`src/rtl/packetizer_2_sub.sv`:
```
`timescale 1ns/1ps
`default_nettype none
// ============================================================================
// Module   : packetizer_2_sub
// Brief    : Packs data words into two-flit NoC packets behind a 2-entry
//            elastic buffer with registered outputs and a sent-packet counter.
// Revision : 1.0 - initial release
// ============================================================================
module packetizer_2_sub #(
   parameter int WIDTH_PKT        = 36,
   parameter int WIDTH_DATA       = 12,
   parameter int VC_ADDRESS_WIDTH = 1,
   parameter int ADDRESS_WIDTH    = 4,
   parameter int CNT_WIDTH        = 16
) (
   input  logic                        clk,
   input  logic                        rst,
   input  logic [WIDTH_DATA-1:0]       data_in,
   input  logic [ADDRESS_WIDTH-1:0]    dest_in,
   input  logic [VC_ADDRESS_WIDTH-1:0] vc_in,
   input  logic                        valid_in,
   output logic                        ready_out,
   output logic [WIDTH_PKT-1:0]        data_out,
   output logic                        valid_out,
   input  logic                        ready_in,
   output logic [CNT_WIDTH-1:0]        pkt_count
);

   localparam int c_WIDTH_FLIT     = WIDTH_PKT / 2;
   localparam int c_WIDTH_DATA_IDL = WIDTH_PKT - 6 - 2*VC_ADDRESS_WIDTH - ADDRESS_WIDTH;
   localparam int c_HEAD_DATA_W    = c_WIDTH_FLIT - 3 - VC_ADDRESS_WIDTH - ADDRESS_WIDTH;
   localparam int c_TAIL_DATA_W    = c_WIDTH_FLIT - 3 - VC_ADDRESS_WIDTH;
   localparam int c_DATA_SHIFT     = c_WIDTH_DATA_IDL - WIDTH_DATA;
   localparam logic [1:0] c_CNT_EMPTY = 2'd0;
   localparam logic [1:0] c_CNT_FULL  = 2'd2;

   logic [c_WIDTH_DATA_IDL-1:0] w_full_data;
   logic [WIDTH_PKT-1:0]        w_packet;
   logic                        w_accept;
   logic                        w_xfer;

   logic [WIDTH_PKT-1:0]        r_mem [2];
   logic                        r_wr_ptr;
   logic                        r_rd_ptr;
   logic [1:0]                  r_count;
   logic [CNT_WIDTH-1:0]        r_pkt_count;

   // Payload sits MSB-aligned in the idle field, low unused bits zero.
   assign w_full_data = c_WIDTH_DATA_IDL'(data_in) << c_DATA_SHIFT;

   assign w_packet = {3'b110, vc_in, dest_in,
                      w_full_data[c_WIDTH_DATA_IDL-1 -: c_HEAD_DATA_W],
                      3'b101, vc_in,
                      w_full_data[c_TAIL_DATA_W-1:0]};

   // Handshake flags come only from registered occupancy.
   assign ready_out = (r_count != c_CNT_FULL);
   assign valid_out = (r_count != c_CNT_EMPTY);
   assign data_out  = r_mem[r_rd_ptr];
   assign pkt_count = r_pkt_count;

   assign w_accept = valid_in  & ready_out;
   assign w_xfer   = valid_out & ready_in;

   always_ff @(posedge clk or negedge rst) begin
      if (!rst) begin
         r_mem[0] <= '0;
         r_mem[1] <= '0;
         r_wr_ptr <= 1'b0;
      end else if (w_accept) begin
         r_mem[r_wr_ptr] <= w_packet;
         r_wr_ptr        <= ~r_wr_ptr;
      end
   end

   always_ff @(posedge clk or negedge rst) begin
      if (!rst) begin
         r_rd_ptr    <= 1'b0;
         r_pkt_count <= '0;
      end else if (w_xfer) begin
         r_rd_ptr    <= ~r_rd_ptr;
         r_pkt_count <= r_pkt_count + 1'b1;
      end
   end

   always_ff @(posedge clk or negedge rst) begin
      if (!rst) begin
         r_count <= c_CNT_EMPTY;
      end else begin
         case ({w_accept, w_xfer})
            2'b10:   r_count <= r_count + 2'd1;
            2'b01:   r_count <= r_count - 2'd1;
            default: r_count <= r_count;
         endcase
      end
   end

endmodule
`default_nettype wire

```
`config.mk`:
```
export PLATFORM = sky130hd
export DESIGN_NAME = packetizer_2_sub
export DESIGN_NICKNAME = d
export VERILOG_FILES = /design/src/rtl/packetizer_2_sub.sv
export SDC_FILE = /design/constraint.sdc
export NUM_CORES = 1
export LEC_CHECK = 0
export CORE_MARGIN = 2
export CORE_UTILIZATION = 35
export CTS_CLUSTER_DIAMETER = 100
export DETAILED_ROUTE_END_ITERATION = 6
export GPL_ROUTABILITY_DRIVEN = 0
export SLEW_MARGIN = 15
export SYNTH_ARGS = -nofsm -noshare
export SYNTH_HDL_FRONTEND = slang
export SYNTH_SLANG_ARGS = --single-unit
```
`constraint.sdc`:
```
create_clock -name clk -period 2.25 [get_ports clk]
set_input_delay 0.45 -clock clk [delete_from_list [all_inputs] [get_ports clk]]
set_output_delay 0.45 -clock clk [all_outputs]
set_load 0.005 [all_outputs]
```
==> results.py <==
metrics = {
    "grt": {
        "grtUsageTotal_pct": 12.2,
        "gr-total-overflow": 0,
        "globalRouteMet1Util_pct": 16.9,
        "grt-busiest-layer": "met2",
        "grt_pass1_vias": 1603,
        "grt_max_degree": 57,
        "antenna_found_initial": 0,
        "use_met2_pct": 18.2,
        "grt_pass1_wl_um": 7940,
        "globalRouteMet3Util_pct": 3.44,
    },
    "logic_synthesis": {
        "muxShareOfSynthArea_pct": 23.0,
        "synth.avg_cell_area_sq_um": 13.7,
        "synth-main-ff-cell": "dfrtp_1",
        "synthSimpleGateAreaFrac_pct": 7.51,
        "ys_seq_area_share_pct": 53.9,
        "synthesis.area_sq_um": 2600,
        "synth_top_family_by_area": "multiplexers",
        "synth_xor_area_share_pct": 6.74,
        "synth-async-reset-ratio_pct": 100,
        "synth_compound_area_share_pct": 0.867,
        "yosysUniqueCellTypes": 26,
        "yosys_warnings": 0,
        "syn_inst": 190,
        "synth_adder_area_share_pct": 0.963,
        "synth_edf_count": 0,
        "ys_ff_latch": 56,
    },
    "detailed_routing": {
        "first_pass_iters": 2,
        "vias": 1543,
        "drt_drc_violations_left": 0,
        "drt_iter0_drc": 39,
        "ant_nets": 0,
        "avgViaCountPerCell": 4.38,
        "wirelength_um": 4780,
        "routedWlPerCell_um": 13.6,
    },
    "placement": {
        "place_area_sq_um": 3230,
        "io_buffers": 60,
        "hpwl_um": 3240,
        "pre_cts_ws_ns": 0.259,
    },
    "power": {
        "p_seq_share_pct": 39.9,
        "power_uw": 4250,
        "netSwitchingPower_uw": 1240,
        "switching_share_pct": 29.2,
        "powerDensity_nw_per_um2": 1270,
        "p_comb_share_pct": 44.6,
        "p_leak_uw": 0.00143,
        "p_clk_share_pct": 15.6,
        "intPower_uw": 3010,
        "ir_worst_vdd_v": 0.000502,
    },
    "sta": {
        "setup_tns_ns": 0,
        "finalSetupViolations": 0,
        "post-route-min-period_ns": 2.16,
        "fin_ws_ns": 0.0903,
        "final_hold_viol_count": 0,
        "timing.max_slew.rel_slack_pct": 51.4,
        "worst_pin_slew_ns": 0.729,
        "slew_violations": 0,
        "clock_skew_ns": 0.00826,
        "clock.fmax_mhz": 463,
        "grt_setup_unrepaired": "no",
        "whs_ns": 0.279,
        "fin_crit_sh_pct": 96.0,
    },
    "clock_network": {
        "ctsHoldBuffers": 0,
        "htree_levels": 2,
        "cts.sinks": 56,
        "clk_pin_slew_ns": 0.10,
        "cts_buffers": 5,
        "post-cts-setup-buffer-count": 0,
        "insertion_delay_ns": 0.30,
        "clockRootBuffer": "clkbuf_8",
        "ctsResizeCount": 0,
        "cts_tree": "built",
        "clk_path_buf_depth": 2,
    },
    "finish": {
        "finalInstanceArea_sq_um": 3340,
        "area_growth_pct": 28.6,
        "diodes": 0,
        "drive_gt1_share_pct": 28.9,
        "final_nets": 275,
        "final.fill_count": 683,
    },
    "min_path": {
        "hold_class": "in -> async",
    },
    "die": {
        "dieArea_sq_um": 8130,
        "io_pins": 75,
        "dieWidth_um": 90.2,
        "core_area_sq_um": 7210,
        "fp-row-count": 31,
        "fp.dieH_um": 90.2,
        "initial_core_util_pct": 36.0,
    },
    "critical_path": {
        "criticalPathCategory": "reg -> out",
        "required_ns": 1.80,
        "end_kind": "output pin",
        "critPathMaxFanout": 11,
        "crit_path_start": "r_rd_ptr",
        "critPathLaunchType": "flip-flop",
        "worstPathArrival_ns": 1.71,
        "r2r_start": "r_count[0]",
    },
    "run_status": {
        "status": "completed",
    },
    "run": {
        "drv_cap": 0,
    },
}
## routing by layer
| layer | share of wire [%] | up-vias |
|---|---|---|
| met4 | 0.65 | 0 |
| met5 | 0 | - |
| li1 | - | 744 |
| met3 | 5.6 | 4 |
| met1 | 49 | 743 |
| met2 | 44 | 52 |
## final cells by class
type                            instances  area (sq um)  area share (%)
Clock buffer                            5          68.8            2.06
Tap cell                               99           124            3.71
Timing Repair Buffer                   64           626            18.7
Clock inverter                          3          42.5            1.27
Sequential cell                        56          1400            41.9
Multi-Input combinational cell        122          1070            31.9
Inverter                                3          11.3           0.337
## logic make-up (layout without fill, tap and decap cells)
logic type / count (synthesis) / count (layout)
compound gates: 2 / 2
mux: 53 / 53
other cells: 1 / 14
fa+ha+maj: 2 / 2
simple gates: 31 / 31
xor+xnor: 20 / 20
flops: 56 / 56
buf+inv: 25 / 75
## per-stage QoR
step	std cells	utilization, %
floorplan	203	-
global placement	344	44.8
detailed placement	344	44.8
CTS	352	46.3
global route	352	46.3
finish	352	46.3
## state kept, by name, indices dropped and copies added (netlist names)
register	flops
pkt_count	16
r_count	2
r_mem	36
r_rd_ptr	1
r_wr_ptr	1
## placed cells by master (no fill, tap or decap), types with 2 or more instances in the layout
master / instances
mux2_2: 53
and4_1: 2
inv_1: 3
and3_1: 2
nor3_1: 3
clkbuf_8: 5
nand2_1: 5
xnor2_1: 11
ha_1: 2
dfrtp_1: 56
or2_2: 2
buf_4: 4
xor2_1: 9
clkdlybuf4s50_1: 59
conb_1: 14
nor2_1: 6
nand3_1: 4
## final timing paths
kind	cells past startpoint	endpoint	slack [ns]
hold reg to reg	1	r_mem[34]	0.47
hold / removal	2	r_mem[21]	0.28
max in group asynchronous	2	r_mem[65]	1.49
setup / recovery	3	data_out[17]	0.09
setup reg to reg	6	r_count[1]	0.55
min in group clk	1	r_mem[34]	0.47
## power by group through the flow
stage	Combinational, uW	Clock [uW]	Sequential, uW
after CTS	1940	686	1700
after global placement	1910	0	1700
after floorplan	1120	0	1650
after detailed placement	1930	0	1710
after global routing	2050	721	1750
final	1890	662	1690
## synthesized netlist by cell type (all sizes together) (2+ instances only)
cell type	instances	area share, %
and3	2	0.48
and4	2	0.67
buf	22	6.5
dfrtp	56	54
ha	2	0.96
inv	3	0.43
mux2	53	23
nand2	6	1.2
nand2b	2	0.58
nand3	5	1.4
nor2	7	1.6
nor3	3	0.58
or2	2	0.48
xnor2	11	3.7
xor2	9	3.0
## worst max-delay path, stage by stage (launching register included)
cell	delay [ns]
dfrtp_1	0.36
buf_4	0.21
mux2_2	0.39
clkdlybuf4s50_1	0.46
(Power assumes the default switching activity.)
